**src/rtl/cu_pkg.sv**
```systemverilog
// Shared definitions for the cu_sequencer control unit: opcodes, state encoding,
// register-select codes and the datapath control word.
package cu_pkg;

    localparam int unsigned OP_NOP = 0;
    localparam int unsigned OP_LDA = 1;
    localparam int unsigned OP_LDB = 2;
    localparam int unsigned OP_ADD = 3;
    localparam int unsigned OP_STR = 4;
    localparam int unsigned OP_CLR = 5;
    localparam int unsigned OP_HLT = 15;

    typedef enum logic [2:0] {
        ST_RST_WAIT = 3'd0,
        ST_FETCH    = 3'd1,
        ST_INCPC    = 3'd2,
        ST_EXEC     = 3'd3,
        ST_WB       = 3'd4,
        ST_HALT     = 3'd5
    } state_e;

    localparam logic [1:0] SEL_HOLD = 2'b00;
    localparam logic [1:0] SEL_RES  = 2'b01;
    localparam logic [1:0] SEL_CLR  = 2'b10;
    localparam logic [1:0] SEL_BUS  = 2'b11;

    typedef struct packed {
        logic       hlt;
        logic       inc;
        logic       repc;
        logic       reir;
        logic       redmem;
        logic       rer;
        logic [1:0] cu_a;
        logic [1:0] cu_b;
    } ctrl_t;

    localparam ctrl_t CTRL_IDLE = '{hlt: 1'b0, inc: 1'b0, repc: 1'b0, reir: 1'b0,
                                    redmem: 1'b0, rer: 1'b0,
                                    cu_a: SEL_HOLD, cu_b: SEL_HOLD};

    // Successor of EXEC: ADD needs a write-back cycle, halt and illegal opcodes park.
    function automatic state_e exec_next(input int unsigned op);
        case (op)
            OP_NOP, OP_LDA, OP_LDB, OP_STR, OP_CLR: exec_next = ST_FETCH;
            OP_ADD:                                 exec_next = ST_WB;
            default:                                exec_next = ST_HALT;
        endcase
    endfunction

endpackage

```
**src/rtl/cu_decode.sv**
```systemverilog
// Combinational control-word decode from (state, opcode).
module cu_decode
    import cu_pkg::*;
#(
    parameter int OP_W = 4
) (
    input  state_e          state_i,
    input  logic [OP_W-1:0] ir_op_i,
    output ctrl_t           ctrl_o
);

    logic [31:0] op;
    assign op = 32'(ir_op_i);

    always_comb begin
        ctrl_o = CTRL_IDLE;
        case (state_i)
            ST_FETCH: ctrl_o.reir = 1'b1;
            ST_INCPC: begin
                ctrl_o.inc  = 1'b1;
                ctrl_o.repc = 1'b1;
            end
            ST_EXEC: begin
                case (op)
                    OP_NOP: ;
                    OP_LDA: ctrl_o.cu_a = SEL_BUS;
                    OP_LDB: ctrl_o.cu_b = SEL_BUS;
                    OP_ADD: ctrl_o.rer = 1'b1;
                    OP_STR: ctrl_o.redmem = 1'b1;
                    OP_CLR: begin
                        ctrl_o.cu_a = SEL_CLR;
                        ctrl_o.cu_b = SEL_CLR;
                    end
                    default: ctrl_o.hlt = 1'b1;
                endcase
            end
            ST_WB:   ctrl_o.cu_a = SEL_RES;
            ST_HALT: ctrl_o.hlt  = 1'b1;
            default: ;
        endcase
    end

endmodule

```
**src/rtl/cu_sequencer.sv**
```systemverilog
// Control-unit FSM driving the no_control_full datapath.
// CU_SINGLE_STEP_EN adds a step input that gates each instruction fetch.
module cu_sequencer
    import cu_pkg::*;
#(
    parameter int OP_W = 4
) (
    input  logic            clk,
    input  logic            reset_full_n,
`ifdef CU_SINGLE_STEP_EN
    input  logic            step,
`endif
    input  logic [OP_W-1:0] ir_op,
    output logic            HLT,
    output logic            INC,
    output logic            REPC,
    output logic            REIR,
    output logic            REDMEM,
    output logic            RER,
    output logic [1:0]      cu_A,
    output logic [1:0]      cu_B,
    output logic [2:0]      state_o
);

    state_e state_q, state_d;
    ctrl_t  dec_ctrl, ctrl;

`ifdef CU_SINGLE_STEP_EN
    // go_q arms the FETCH cycle that actually loads the IR after a step pulse.
    logic go_q, go_d;

    always_comb begin
        go_d = go_q;
        if (state_q == ST_FETCH) go_d = go_q ? 1'b0 : step;
    end

    always_ff @(posedge clk or negedge reset_full_n) begin
        if (!reset_full_n) go_q <= 1'b0;
        else               go_q <= go_d;
    end

    assign ctrl = (state_q == ST_FETCH && !go_q) ? CTRL_IDLE : dec_ctrl;
`else
    assign ctrl = dec_ctrl;
`endif

    always_comb begin
        state_d = state_q;
        case (state_q)
            ST_RST_WAIT: state_d = ST_FETCH;
`ifdef CU_SINGLE_STEP_EN
            ST_FETCH:    state_d = go_q ? ST_INCPC : ST_FETCH;
`else
            ST_FETCH:    state_d = ST_INCPC;
`endif
            ST_INCPC:    state_d = ST_EXEC;
            ST_EXEC:     state_d = exec_next(32'(ir_op));
            ST_WB:       state_d = ST_FETCH;
            ST_HALT:     state_d = ST_HALT;
            default:     state_d = ST_RST_WAIT;
        endcase
    end

    always_ff @(posedge clk or negedge reset_full_n) begin
        if (!reset_full_n) state_q <= ST_RST_WAIT;
        else               state_q <= state_d;
    end

    cu_decode #(.OP_W(OP_W)) u_decode (
        .state_i (state_q),
        .ir_op_i (ir_op),
        .ctrl_o  (dec_ctrl)
    );

    assign HLT     = ctrl.hlt;
    assign INC     = ctrl.inc;
    assign REPC    = ctrl.repc;
    assign REIR    = ctrl.reir;
    assign REDMEM  = ctrl.redmem;
    assign RER     = ctrl.rer;
    assign cu_A    = ctrl.cu_a;
    assign cu_B    = ctrl.cu_b;
    assign state_o = state_q;

endmodule
```
**config.mk**
```make
export PLATFORM = sky130hd
export DESIGN_NAME = cu_sequencer
export DESIGN_NICKNAME = d
export VERILOG_FILES = /design/src/rtl/cu_pkg.sv /design/src/rtl/cu_decode.sv /design/src/rtl/cu_sequencer.sv
export SDC_FILE = /design/constraint.sdc
export NUM_CORES = 1
export LEC_CHECK = 0
export BUFFER_PORTS_ARGS = -buffer_cell sky130_fd_sc_hd__buf_2
export CORE_AREA = 4 4 41 43
export DETAILED_ROUTE_END_ITERATION = 10
export DIE_AREA = 0 0 45 47
export PLACE_DENSITY = 0.58
export SLEW_MARGIN = 0
export SYNTH_ARGS = -nofsm -noshare
export SYNTH_HDL_FRONTEND = slang
export SYNTH_HIERARCHICAL = 1
export SYNTH_SLANG_ARGS = --single-unit
```
**constraint.sdc**
```tcl
create_clock -name clk -period 2.09 [get_ports clk]
set_input_delay 0.418 -clock clk [delete_from_list [all_inputs] [get_ports clk]]
set_output_delay 0.418 -clock clk [all_outputs]
set_load 0.02 [all_outputs]
```
======== Word level (Yosys, flattened, before mapping) ========
Cells that the tools add are included.
storage, ports and cells
  bits in read-only memories .............. 0
  logic and storage cells ................. 30
  output and inout port bits .............. 13
  memories ................................ 0
  memory bits (writable) .................. 0
  latch bits .............................. 0
  bits of input ports ..................... 6
  register bits after elaboration ......... 3
cells by class
  div/mod/pow operators ................... 0
  equal/unequal tests ..................... 10
  reductions and logical operators ........ 6
  magnitude comparators ................... 0
  muxes and demuxes ....................... 13
  add/subtract/negate cells ............... 0
  multipliers ............................. 0
  shift operators ......................... 0
  bitwise logic cells ..................... 0
operators by type and width
  kind                                            count
  logical NOT 32 bit                              1
  case mux 3 bit (5 select lines)                 1
  case mux 2 bit (2 select lines)                 3
  == test 4 x 2 -> 1 bit (second input constant)  2
  == test 4 x 3 -> 1 bit (second input constant)  2
  == test 3 x 2 -> 1 bit (second input constant)  2
  == test 3 bit (second input constant)           2
  two-way mux 2 bit                               3
  case mux 3 bit (2 select lines)                 1
  OR reduction 6 bit                              1
  OR reduction 5 bit                              1
  == test 4 x 1 -> 1 bit (second input constant)  1
  logical NOT 4 bit                               1
  two-way mux 1 bit                               4
  == test 3 x 1 -> 1 bit (second input constant)  1
  logical NOT 3 bit                               1
  case mux 1 bit (2 select lines)                 1
  OR reduction 2 bit                              1

======== Longest topological paths before layout ========
Gate-level depths: netlist of run 1.
  depth after elaboration ................. 4
  gate-level depth with buffers ........... 2
  depth with buffers taken out ............ 2

======== Hierarchy ========
Netlist of run 1, hierarchy kept.
modules (own cells, without submodules)
  module        sequential area each (µm²)  cells an instance  instances  area each (µm²)
  cu_decode     0.0                         19                 1          167.7
  cu_sequencer  75.1                        14                 1          155.1

======== Least setup slack after synthesis of run 1 ========
No wires, ideal clock.
  path type ............................... register -> output
  start point ............................. reg state_q[1] (netlist: state_o[1])
  end point ............................... out INC
  arrival time ............................ 1537 ps
  path buffers ............................ 1
  data required time ...................... 1672 ps
  stages on the path, launching flop included .. 3
  setup slack ............................. 135 ps
  cell sequence ........................... dfrtp_1 -> nor3b_1 -> buf_4
on the way
  cells in the longest elaborated chain, start to end .. 2
ends and longest elaborated chain
  element                 line                RTL
  from (decl)             cu_sequencer.sv:25  state_e state_q, state_d;
  from (signal assigned)  cu_sequencer.sv:66  else state_q <= state_d;
  == test 3 x 2 -> 1 bit  cu_decode.sv:17     case (state_i)
  two-way mux 2 bit       cu_decode.sv:17
  to (decl)               cu_sequencer.sv:15  output logic INC,
Every way passes these cells.

======== Worst setup path in the final report of run 1 ========
  start point ............................. reg state_q[0] (netlist: state_o[0])
  end point ............................... out cu_A[0]
on the way
  cells in the longest elaborated chain, start to end .. 2
  elaborated cells on any way between the ends .. 3
  classes of those cells .................. eq/ne (2); mux (1)
ends and longest elaborated chain
  element                                                         line                RTL
  == test 3 bit / == test 3 x 2 -> 1 bit (equally long branches)  cu_decode.sv:17
  case mux 2 bit (2 select lines) *                               cu_decode.sv:17
  to (decl)                                                       cu_sequencer.sv:20  output logic [1:0] cu_A,
Every way passes the cells marked *; elsewhere a longest branch is shown, timed or not.

==> results of run 1 <==
-- logic make-up after synthesis --
kind of cell              Yosys count  synth area share
buffers and inverters               3            0.0465
xor gates and xnor gates            2            0.0543
DFF                                 3             0.233
and+or+nand+nor                    18             0.477
AOI/OAI and AO/OA                   7             0.190
-- worst min-delay path: cells and delay by family --
family,cells,cell delay [ns]
buffers and inverters,2,0.18
AOI/OAI and AO/OA,1,0.07
-- layer usage --
layer  wire length [um]  GRT usage  vias up
li1                   -          -      173
met1                386      0.114      152
met2                327      0.116       14
met3                 62    0.00383        0
met4                  0     0.0877        0
met5                  0          0        -
-- cell type report --
type                    count  share of cell area
clock buffers               4              0.0553
inverters                   2              0.0158
multi-input cells          27               0.489
flip-flops and latches      3               0.158
well taps                  15              0.0395
repair buffers             21               0.242
-- worst min-delay path by stage --
stage / to / startpoint / slack, ns
final: state_o[2]$_DFF_PN0_ / ir_op[3] / 0.49
after global routing: state_o[2]$_DFF_PN0_ / ir_op[3] / 0.50
after CTS: state_o[2]$_DFF_PN0_ / ir_op[3] / 0.48
after detailed placement: state_o[0]$_DFF_PN0_ / reset_full_n / 0.21
after global placement: state_o[0]$_DFF_PN0_ / reset_full_n / 0.21
after floorplan: state_o[0]$_DFF_PN0_ / reset_full_n / 0.12
-- timing repair --
action                     CTS  global route
hold endpoints to repair     3             0
setup endpoints to repair    0             0
hold buffers                 1             0
-- metrics by stage --
| step | setup slack, ns | power (mW) | cell area, um2 |
|---|---|---|---|
| floorplan | 0.135 | 0.0667 | 323 |
| global route | 0.0954 | 0.190 | 475 |
| CTS | 0.203 | 0.185 | 475 |
| detailed placement | 0.374 | 0.0789 | 439 |
| finish | 0.216 | 0.179 | 475 |
| global placement | 0.379 | 0.0788 | 439 |
-- power groups by stage --
stage	sequential (mW)	clock (mW)	combinational, mW
global placement	0.0591	0	0.0196
detailed placement	0.0591	0	0.0197
CTS	0.0584	0.105	0.0213
global route	0.0584	0.108	0.0233
floorplan	0.0592	0	0.00755
finish	0.0584	0.0993	0.0212
-- synth_stat cells --
library cell                number  area, um2
sky130_fd_sc_hd__a21oi_1         2       10.0
sky130_fd_sc_hd__a311oi_2        1       15.0
sky130_fd_sc_hd__buf_4           1       7.51
sky130_fd_sc_hd__dfrtp_1         3       75.1
sky130_fd_sc_hd__inv_1           2       7.51
sky130_fd_sc_hd__nand2_1         1       3.75
sky130_fd_sc_hd__nand2b_1        4       25.0
sky130_fd_sc_hd__nand3b_1        3       22.5
sky130_fd_sc_hd__nand4bb_4       1       27.5
sky130_fd_sc_hd__nor2_1          3       11.3
sky130_fd_sc_hd__nor3b_1         2       15.0
sky130_fd_sc_hd__nor4b_2         2       30.0
sky130_fd_sc_hd__nor4bb_1        1       10.0
sky130_fd_sc_hd__o21ai_0         1       5.00
sky130_fd_sc_hd__o221ai_1        1       8.76
sky130_fd_sc_hd__o22ai_1         1       6.26
sky130_fd_sc_hd__o32ai_2         1       16.3
sky130_fd_sc_hd__or3b_1          1       8.76
sky130_fd_sc_hd__xnor2_1         2       17.5
==> Flow_metrics.wiki, run 1 <==
{| class="wikitable"
! Metric !! Value
|-
| Run status || complete, no violations
|-
| Placeable core region || 0.00130 mm2
|-
| Crit. End Element || output pin
|-
| Most common cell after layout, fill and taps aside || sky130_fd_sc_hd__buf_2
|-
| Internal cell power || 0.140 mW
|-
| Routed vias || 339
|-
| Kind of cell with the highest combined delay on the critical path || flip-flops
|-
| Critical path type || reg -> out
|-
| Fraction of final layout cells with drive strength greater than 1 || 0.491
|-
| Cts repair resizes || 0
|-
| Switching share of power || 0.220
|-
| Register Area || 75.1 um2
|-
| Worst setup SP type || register
|-
| Clk buf depth || 2
|-
| First-pass GRT wire length || between 1 and 1.5 mm
|-
| Final min period || around 1.9 ns
|-
| Hold Crit Depth || 3
|-
| Number of endpoints failing setup at the final stage || 0
|-
| Unrepaired setup endpoints after global routing || false
|-
| Chip Width || approximately 45 um
|-
| Post-CTS repair timing setup buffer count || 0
|-
| Area occupied by multi-input gates || around 230 um2
|-
| Iteration-0 DRC Markers || 2
|-
| Number of flip-flops under the largest register name || 3
|-
| Layout Utilization || 0.365
|-
| Post-Route WL || just under 800 um
|-
| Count of clock tree sinks || 3
|-
| Clock network power share || 0.555
|-
| RD Place Congestion || roughly 0.65
|-
| CP Cell Sequence || nand4bb_4, o32ai_2, buf_2
|-
| Initial core utilization || 0.248
|-
| Net switching power || 0.0393 mW
|-
| Synth Net Count || 39
|-
| Mapped Area || between 300 and 400 um2
|-
| Pwr Density || 376 mW/mm2
|-
| Number of failing hold endpoints at the final stage || 0
|-
| Slew of the pin with the lowest slew margin || roughly 0.34 ns
|-
| Delay contributed by the slowest stage of the critical path || between 0.5 and 0.6 ns
|-
| Worst slew margin relative to its limit || 0.771
|-
| Worst hold slack || between 0.4 and 0.5 ns
|-
| Post-placement cell count || 67
|-
| Final worst-path cycle share || 0.897
|-
| Worst Hold Class || in -> reg
|-
| Clock latency of the later-clocked register in the worst-skew pair || about 0.23 ns
|-
| Warning count from the yosys run || 6
|-
| Mean post-synth cell area || a little under 10 um2
|-
| Global-route congestion overflow total || 0
|-
| Height of the die || ~47 um
|-
| Unique cell type count in the Yosys netlist || 19
|-
| Destination of the critical timing path || cu_A[0]
|-
| Layout filler cell count || 141
|-
| Cell count after synthesis || 33
|-
| Maximum number of pins on one net before global-route repair || 12
|-
| Clock slew seen by the registers of the worst setup and hold paths || 0.03 ns
|-
| Number of global-route vias before repair || roughly 300
|-
| Clock tree root driver cell || sky130_fd_sc_hd__clkbuf_4
|-
| Flip-flop and latch count after synthesis || 3
|-
| Capturing point of the worst reg2reg path || state_o[2]$_DFF_PN0_
|-
| Full die area || 0.00212 mm2
|-
| Antenna Diode Count || 0
|-
| Overall fraction of global-route tracks in use || 0.0847
|-
| Worst IR drop on VDD || 206 uV
|-
| Source of the worst register-to-register timing path || state_o[1]$_DFF_PN0_
|-
| Total DRC errors in the routed layout || 0
|-
| Data arrival at the endpoint of the critical path || roughly 1.5 ns
|-
| Number of pins with negative max-slew slack in the final report || 0
|-
| DP HPWL || about 600 um
|-
| Routed wire per std cell || about 11 um
|-
| Worst R2R Setup Slack || 1.00 ns
|-
| Final instance count without filler cells || just over 70
|-
| # nets final || 64
|-
| Part of the Yosys area used for sequential elements || 0.233
|-
| Max Cap Violations || 0
|-
| Number of buffers added by the clock tree synthesis step || 3
|-
| Total negative setup slack || 0 ns
|-
| Share of power burned in combinational logic || 0.118
|-
| Antenna violations before repair || 0
|-
| Critical-path maximum fanout || 10
|-
| Port buffer count || 18
|-
| TritonCTS clock tree || yes
|-
| Maximum level of the CTS H-tree || 1
|-
| Achievable clock frequency || 533 MHz
|-
| Setup Skew || about 0.0042 ns
|-
| Static Leakage || ~0.22 nW
|-
| Slowest cell on the critical path || sky130_fd_sc_hd__dfrtp_1
|-
| Startpoint of the most critical setup path || state_o[0]$_DFF_PN0_
|-
| Critical path buffer and inverter count || 1
|-
| Count of boundary I/O pins || 19
|-
| Number of core rows || 13
|-
| Drt pass-1 iters || 3
|-
| Data required time at the worst endpoint || roughly 1.7 ns
|-
| Fraction of power consumed by sequential logic || 0.327
|-
| Number of antenna-violating nets in the routed design || 0
|-
| Number of cells on the worst reg-to-reg path || 3
|-
| Layout area overhead || 47.3%
|-
| Vias per std cell || ~4.7
|-
| Most used cells in the layout excluding fill and tap cells || 18 x sky130_fd_sc_hd__buf_2, 4 x sky130_fd_sc_hd__nand2b_1
|-
| Logic depth of the worst path, buffers included || 3
|}
Power figures use the tool's default switching activity.
==> inputs of run 2 (changes only) <==
--- a/config.mk
+++ b/config.mk
@@ -10,6 +10,7 @@
 export DETAILED_ROUTE_END_ITERATION = 10
 export DIE_AREA = 0 0 45 47
 export PLACE_DENSITY = 0.58
+export RECOVER_POWER = 100
 export SLEW_MARGIN = 0
 export SYNTH_ARGS = -nofsm -noshare
 export SYNTH_HDL_FRONTEND = slang
==> run 2 against run 1 <==
Total power shrank 0.12%. Global-route usage is the same. Via count grew 0.88%. Non-clock buffer count is the same. Final area shrank 5.0%. Sequential cell count is the same. Combinational power shrank 3%.
==> Flow_metrics.wiki, run 2 (synthesized netlist as in run 1, its figures left out) <==
{| class="wikitable"
! Metric !! Value
|-
| Final instance count without filler cells || 72
|-
| Count of boundary I/O pins || 19
|-
| Antenna violations before repair || 0
|-
| Max Cap Violations || 0
|-
| Delay contributed by the slowest stage of the critical path || around 0.54 ns
|-
| Worst slew margin relative to its limit || 0.727
|-
| Data required time at the worst endpoint || 1.67 ns
|-
| Post-Route WL || ~800 um
|-
| Worst Hold Class || in -> reg
|-
| Port buffer count || 18
|-
| Routed wire per std cell || 11.1 um
|-
| Number of pins with negative max-slew slack in the final report || 0
|-
| Vias per std cell || 4.75
|-
| Height of the die || around 47 um
|-
| Chip Width || approximately 45 um
|-
| Total negative setup slack || 0 ns
|-
| Achievable clock frequency || just over 500 MHz
|-
| Overall fraction of global-route tracks in use || 0.0847
|-
| Antenna Diode Count || 0
|-
| Number of endpoints failing setup at the final stage || 0
|-
| Final worst-path cycle share || 0.928
|-
| Layout filler cell count || around 150
|-
| Number of failing hold endpoints at the final stage || 0
|-
| Drt pass-1 iters || 2
|-
| Iteration-0 DRC Markers || 2
|-
| Area occupied by multi-input gates || between 200 and 250 um2
|-
| Initial core utilization || 0.248
|-
| Critical-path maximum fanout || 10
|-
| Static Leakage || between 0.15 and 0.2 nW
|-
| Layout area overhead || 39.9%
|-
| Maximum number of pins on one net before global-route repair || 12
|-
| Run status || complete, no violations
|-
| Hold Crit Depth || 3
|-
| Full die area || ~0.0021 mm2
|-
| Worst IR drop on VDD || 206 uV
|-
| Clock slew seen by the registers of the worst setup and hold paths || about 0.030 ns
|-
| Count of clock tree sinks || 3
|-
| Number of global-route vias before repair || roughly 300
|-
| Most used cells in the layout excluding fill and tap cells || 13 x sky130_fd_sc_hd__clkbuf_1, 6 x sky130_fd_sc_hd__buf_2, 4 x sky130_fd_sc_hd__nand2b_1
|-
| Critical path type || reg -> out
|-
| RD Place Congestion || between 0.6 and 0.7
|-
| Maximum level of the CTS H-tree || 1
|-
| Setup Skew || about 0.0045 ns
|-
| Number of core rows || 13
|-
| Logic depth of the worst path, buffers included || 3
|-
| Post-layout worst setup margin || about 0.15 ns
|-
| TritonCTS clock tree || yes
|-
| Post-placement cell count || 67
|-
| Register Area || between 70 and 80 um2
|-
| Fraction of final layout cells with drive strength greater than 1 || 0.263
|-
| # nets final || 64
|-
| Clock latency of the later-clocked register in the worst-skew pair || around 0.23 ns
|-
| Number of antenna-violating nets in the routed design || 0
|-
| Unrepaired setup endpoints after global routing || false
|-
| Routed vias || between 300 and 400
|-
| DP HPWL || 586 um
|-
| Global-route congestion overflow total || 0
|-
| CP Cell Sequence || nand4bb_4, o32ai_2, clkbuf_1
|-
| Total DRC errors in the routed layout || 0
|-
| Clock tree root driver cell || sky130_fd_sc_hd__clkbuf_4
|-
| Pre-CTS setup slack || 0.374 ns
|-
| Kind of cell with the highest combined delay on the critical path || flip-flops
|-
| Placeable core region || 0.00130 mm2
|-
| Number of flip-flops under the largest register name || 3
|-
| Number of buffers added by the clock tree synthesis step || 3
|-
| Final min period || around 1.9 ns
|-
| Slowest cell on the critical path || sky130_fd_sc_hd__dfrtp_1
|-
| Number of cells on the worst reg-to-reg path || 3
|-
| Placed cell area || between 400 and 500 um2
|-
| Data arrival at the endpoint of the critical path || approximately 1.5 ns
|-
| Slew of the pin with the lowest slew margin || just over 0.4 ns
|-
| Crit. End Element || output pin
|-
| Most common cell after layout, fill and taps aside || sky130_fd_sc_hd__clkbuf_1
|-
| Cts repair resizes || 0
|-
| Cell area after layout || ~450 um2
|-
| First-pass GRT wire length || between 1 and 1.5 mm
|-
| Worst setup SP type || register
|-
| Pwr Density || between 300 and 400 mW/mm2
|-
| Clk buf depth || 2
|-
| Critical path buffer and inverter count || 1
|}
[run 2: cell types whose count changed in the layout (fill, tap and decap cells not counted)]
cell	change
sky130_fd_sc_hd__clkbuf_1	+12
sky130_fd_sc_hd__clkbuf_2	+1
sky130_fd_sc_hd__a311oi_1	+1
sky130_fd_sc_hd__buf_2	-12
sky130_fd_sc_hd__buf_4	-1
sky130_fd_sc_hd__a311oi_2	-1
[run 2: final cells by class]
cell class                      count  area share
Multi-Input combinational cell     27       0.501
Timing Repair Buffer               21       0.216
Sequential cell                     3       0.166
Clock buffer                        4      0.0582
Tap cell                           15      0.0416
Inverter                            2      0.0166
[run 2: where the power goes]
part,leakage [nW],switching (mW),internal (mW)
Clock,0.0150,0.0283,0.0714
Sequential,0.0315,0,0.0584
Combinational,0.124,0.0111,0.00948
Total,0.171,0.0394,0.139
[run 2: final timing paths]
check	start	slack [ns]	end
min in group asynchronous	reset_full_n	0.52	state_o[1]$_DFF_PN0_
worst min-delay path	ir_op[3]	0.48	state_o[2]$_DFF_PN0_
max in group asynchronous	reset_full_n	1.42	state_o[0]$_DFF_PN0_
worst max-delay path	state_o[0]$_DFF_PN0_	0.15	cu_A[0]
worst max register to register	state_o[2]$_DFF_PN0_	0.87	state_o[2]$_DFF_PN0_
worst min register to register	state_o[0]$_DFF_PN0_	0.69	state_o[2]$_DFF_PN0_
[run 2: repair_timing]
action,in CTS,in global routing
endpoints found under the hold margin,3,0
setup buffers,0,0
endpoints found under the setup margin,0,0
hold buffers,1,0
[run 2: tightest hold or removal path: cells and delay by family]
family / cells / cell delay, ns
buffers and inverters: 2 / 0.17
AO/OA/AOI/OAI: 1 / 0.08
[run 2: through the flow]
| step | total power, mW | hold slack (ns) | utilization |
|---|---|---|---|
| 4_1_cts | 0.185 | 0.481 | 0.365 |
| 3_3_place_gp | 0.0788 | 0.213 | 0.338 |
| 2_1_floorplan | 0.0667 | 0.122 | - |
| 6_report | 0.179 | 0.479 | 0.347 |
| 3_5_place_dp | 0.0789 | 0.214 | 0.338 |
| 5_1_grt | 0.189 | 0.507 | 0.347 |
[run 2: routing by layer]
metal / global-route usage / wire length, um / vias up
met5: 0 / 0 / -
met4: 0.0877 / 0 / 0
met3: 0.00383 / 70 / 0
met2: 0.116 / 332 / 14
met1: 0.114 / 394 / 155
li1: - / - / 173
==> inputs of run 3 (changes only) <==
--- a/config.mk
+++ b/config.mk
@@ -5,11 +5,12 @@
 export SDC_FILE = /design/constraint.sdc
 export NUM_CORES = 1
 export LEC_CHECK = 0
+export ABC_AREA = 1
 export BUFFER_PORTS_ARGS = -buffer_cell sky130_fd_sc_hd__buf_2
 export CORE_AREA = 4 4 41 43
 export DETAILED_ROUTE_END_ITERATION = 10
 export DIE_AREA = 0 0 45 47
-export PLACE_DENSITY = 0.58
+export PLACE_DENSITY = 0.57
 export RECOVER_POWER = 100
 export SLEW_MARGIN = 0
 export SYNTH_ARGS = -nofsm -noshare
==> run 3 against run 2 <==
Sequential share of layout area increased by 0.62 points. Final area decreased by 3.6%. Sequential cell count unchanged. Worst setup slack improved by 0.16 ns. Cell count increased by 29%. Clock skew decreased by 0.0035 ns. Critical path type unchanged. Core utilization decreased by 1.3 points.
==> Flow_metrics.wiki, run 3 <==
{| class="wikitable"
! Metric !! Value
|-
| Number of antenna-violating nets in the routed design || 0
|-
| Final total power || between 0.15 and 0.2 mW
|-
| Total DRC errors in the routed layout || 0
|-
| Data arrival at the endpoint of the critical path || around 1.4 ns
|-
| Clock tree root driver cell || sky130_fd_sc_hd__clkbuf_4
|-
| Max Cap Violations || 0
|-
| Post-placement cell count || 88
|-
| Setup Skew || 0.000986 ns
|-
| Cts repair resizes || 0
|-
| Cell types with the highest counts after synthesis || 12 x sky130_fd_sc_hd__inv_1, 12 x sky130_fd_sc_hd__nand2_1, 10 x sky130_fd_sc_hd__nand3_1
|-
| Routed vias || 394
|-
| Number of core rows || 13
|-
| First-pass GRT wire length || 1.37 mm
|-
| Most used cells in the layout excluding fill and tap cells || 12 x sky130_fd_sc_hd__nand2_1, 12 x sky130_fd_sc_hd__inv_1, 11 x sky130_fd_sc_hd__nand3_1, 11 x sky130_fd_sc_hd__clkbuf_1, 9 x sky130_fd_sc_hd__nor2_1
|-
| Number of global-route vias before repair || around 340
|-
| Unique cell type count in the Yosys netlist || 13
|-
| Clock slew seen by the registers of the worst setup and hold paths || ~0.04 ns
|-
| Startpoint of the most critical setup path || state_o[2]$_DFF_PN0_
|-
| Synth Net Count || a little over 60
|-
| Layout Utilization || 0.335
|-
| Fraction of final layout cells with drive strength greater than 1 || 0.167
|-
| Cell count after synthesis || 56
|-
| Dominant combinational cell family by area after synthesis || simple AND/OR/NAND/NOR gates
|-
| Slowest cell on the critical path || sky130_fd_sc_hd__dfrtp_1
|-
| Iteration-0 DRC Markers || 7
|-
| Proportion of register bits with asynchronous set or reset after synthesis || 1.00
|-
| Initial core utilization || 0.246
|-
| # nets final || between 80 and 90
|-
| Delay contributed by the slowest stage of the critical path || approximately 0.48 ns
|-
| Chip Width || 45 um
|-
| Warning count from the yosys run || 6
|-
| Static Leakage || around 0.25 nW
|-
| Slew of the pin with the lowest slew margin || roughly 0.32 ns
|-
| Number of flip-flops under the largest register name || 3
|-
| CP Cell Sequence || inv_1, nand3_1, nor3_1, clkbuf_1
|-
| Count of flip-flops with a built-in enable after synthesis || 0
|-
| Routed wire per std cell || between 8 and 9 um
|-
| Clk buf depth || 2
|-
| Total negative setup slack || 0 ns
|-
| TritonCTS clock tree || yes
|-
| Post-CTS repair timing setup buffer count || 0
|-
| Clock latency of the later-clocked register in the worst-skew pair || about 0.23 ns
|-
| Number of buffers added by the clock tree synthesis step || 3
|-
| Worst Hold Class || in -> async
|-
| Maximum number of pins on one net before global-route repair || 12
|-
| Full die area || 0.00212 mm2
|-
| Source of the worst register-to-register timing path || state_o[2]$_DFF_PN0_
|-
| Crit. End Element || output pin
|-
| Count of boundary I/O pins || 19
|-
| Final min period || approximately 1.8 ns
|-
| Critical path buffer and inverter count || 2
|-
| Final worst-path cycle share || 0.853
|-
| Xor/xnor cell area share of the yosys netlist || 0
|-
| Post-Route WL || 823 um
|-
| Part of the Yosys area used for sequential elements || 0.234
|-
| Worst slew margin relative to its limit || 0.789
|-
| Worst IR drop on VDD || between 200 and 300 uV
|-
| Adder and majority gate portion of the synthesized area || 0
|-
| Count of clock tree sinks || 3
|-
| Mean post-synth cell area || 5.72 um2
|-
| Kind of cell with the highest combined delay on the critical path || flip-flops
|-
| Area fraction in compound gates after synthesis || 0.0742
|-
| Worst hold slack || 0.532 ns
|-
| Data required time at the worst endpoint || around 1.7 ns
|-
| Vias per std cell || approximately 4.2
|-
| Drt pass-1 iters || 4
|-
| Unrepaired setup endpoints after global routing || false
|-
| Final instance count without filler cells || just over 90
|-
| Maximum level of the CTS H-tree || 1
|-
| Overall fraction of global-route tracks in use || 0.0886
|-
| Layout area overhead || 35.9%
|-
| Share of the synthesized area in the top cell type || 0.234
|-
| Global-route congestion overflow total || 0
|-
| Mapped Area || approximately 320 um2
|-
| Share of synthesized cell area in and, or, nand and nor gates || 0.527
|-
| Number of pins with negative max-slew slack in the final report || 0
|-
| Share of synthesized area spent on multiplexers || 0
|-
| Cell taking the most area after synthesis || sky130_fd_sc_hd__dfrtp_1
|-
| Number of failing hold endpoints at the final stage || 0
|-
| Number of endpoints failing setup at the final stage || 0
|-
| Worst setup SP type || register
|-
| Flip-flop cell with the highest count after synthesis || sky130_fd_sc_hd__dfrtp_1
|-
| Top cells by area, synth || sky130_fd_sc_hd__dfrtp_1 23%, sky130_fd_sc_hd__nand3_1 16%, sky130_fd_sc_hd__inv_1 14%
|-
| RD Place Congestion || just under 0.7
|-
| Height of the die || approximately 47 um
|-
| Placeable core region || 0.00130 mm2
|-
| Antenna Diode Count || 0
|-
| DP HPWL || between 600 and 700 um
|-
| Pwr Density || 416 mW/mm2
|-
| Flip-flop and latch count after synthesis || 3
|-
| Critical path type || reg -> out
|-
| Run status || complete, no violations
|-
| Antenna violations before repair || 0
|-
| Achievable clock frequency || about 560 MHz
|-
| Critical-path maximum fanout || 11
|-
| Port buffer count || 18
|}
run 3: changes by cell type in the layout (fill, tap and decap cells not counted), moves of 3 or more:
cell	previous run	this run
sky130_fd_sc_hd__nor3_1	0	3
sky130_fd_sc_hd__nand2b_1	4	0
sky130_fd_sc_hd__nand2_1	1	12
sky130_fd_sc_hd__nand3_1	0	11
sky130_fd_sc_hd__inv_1	2	12
sky130_fd_sc_hd__nor2_1	3	9
sky130_fd_sc_hd__nand3b_1	3	0
run 3: where the power goes:
part / internal (mW) / switching, mW / leakage (nW) / total (mW)
clock network: 0.0716 / 0.0309 / 0.0150 / 0.102
registers: 0.0584 / 0 / 0.0315 / 0.0584
logic: 0.00787 / 0.0125 / 0.204 / 0.0204
run 3: path summary, 6_finish.rpt:
kind	cells past startpoint	endpoint	slack, ns
worst min-delay path	2	state_o[1]$_DFF_PN0_	0.53
max in group asynchronous	2	state_o[2]$_DFF_PN0_	1.40
worst min register to register	2	state_o[1]$_DFF_PN0_	0.67
worst max-delay path	4	cu_A[1]	0.31
worst max register to register	3	state_o[0]$_DFF_PN0_	1.14
min in group clk	5	state_o[0]$_DFF_PN0_	0.54
run 3: cells by family after synthesis:
group / count (synthesis)
simple gates: 36
buf+inv: 13
flops: 3
compound gates: 4
run 3: what timing repair did:
item / in CTS / in global routing
hold endpoints to repair: 3 / 0
hold buffers: 1 / 0
setup endpoints to repair: 0 / 0
run 3: through the flow:
step	cell area, um2	setup WS [ns]
3_3_place_gp	422	0.578
6_report	435	0.307
3_5_place_dp	422	0.591
5_1_grt	435	0.155
4_1_cts	458	0.331
2_1_floorplan	320	0.247
run 3: worst register-to-register path: cells and delay by family (launching register included):
| family | cells | cell delay [ns] |
|---|---|---|
| buf+inv | 1 | 0.10 |
| flops | 1 | 0.51 |
| simple gates | 2 | 0.22 |
run 3: cell type report:
class / instances / area, um2
clock buffers: 4 / 26.3
well taps: 15 / 18.8
flip-flops and latches: 3 / 75.1
multi-input cells: 40 / 183
fillers: 161 / 866
inverters: 12 / 45.0
repair buffers: 19 / 87.6
run 3: per-layer routing:
metal / part of all wire / wire length, um / GRT usage / vias to the layer above
li1: - / - / - / 220
met5: 0 / 0 / 0 / -
met4: 0 / 0 / 0.0175 / 0
met3: 0.077 / 63 / 0.0498 / 0
met2: 0.49 / 402 / 0.141 / 9
met1: 0.43 / 357 / 0.105 / 165
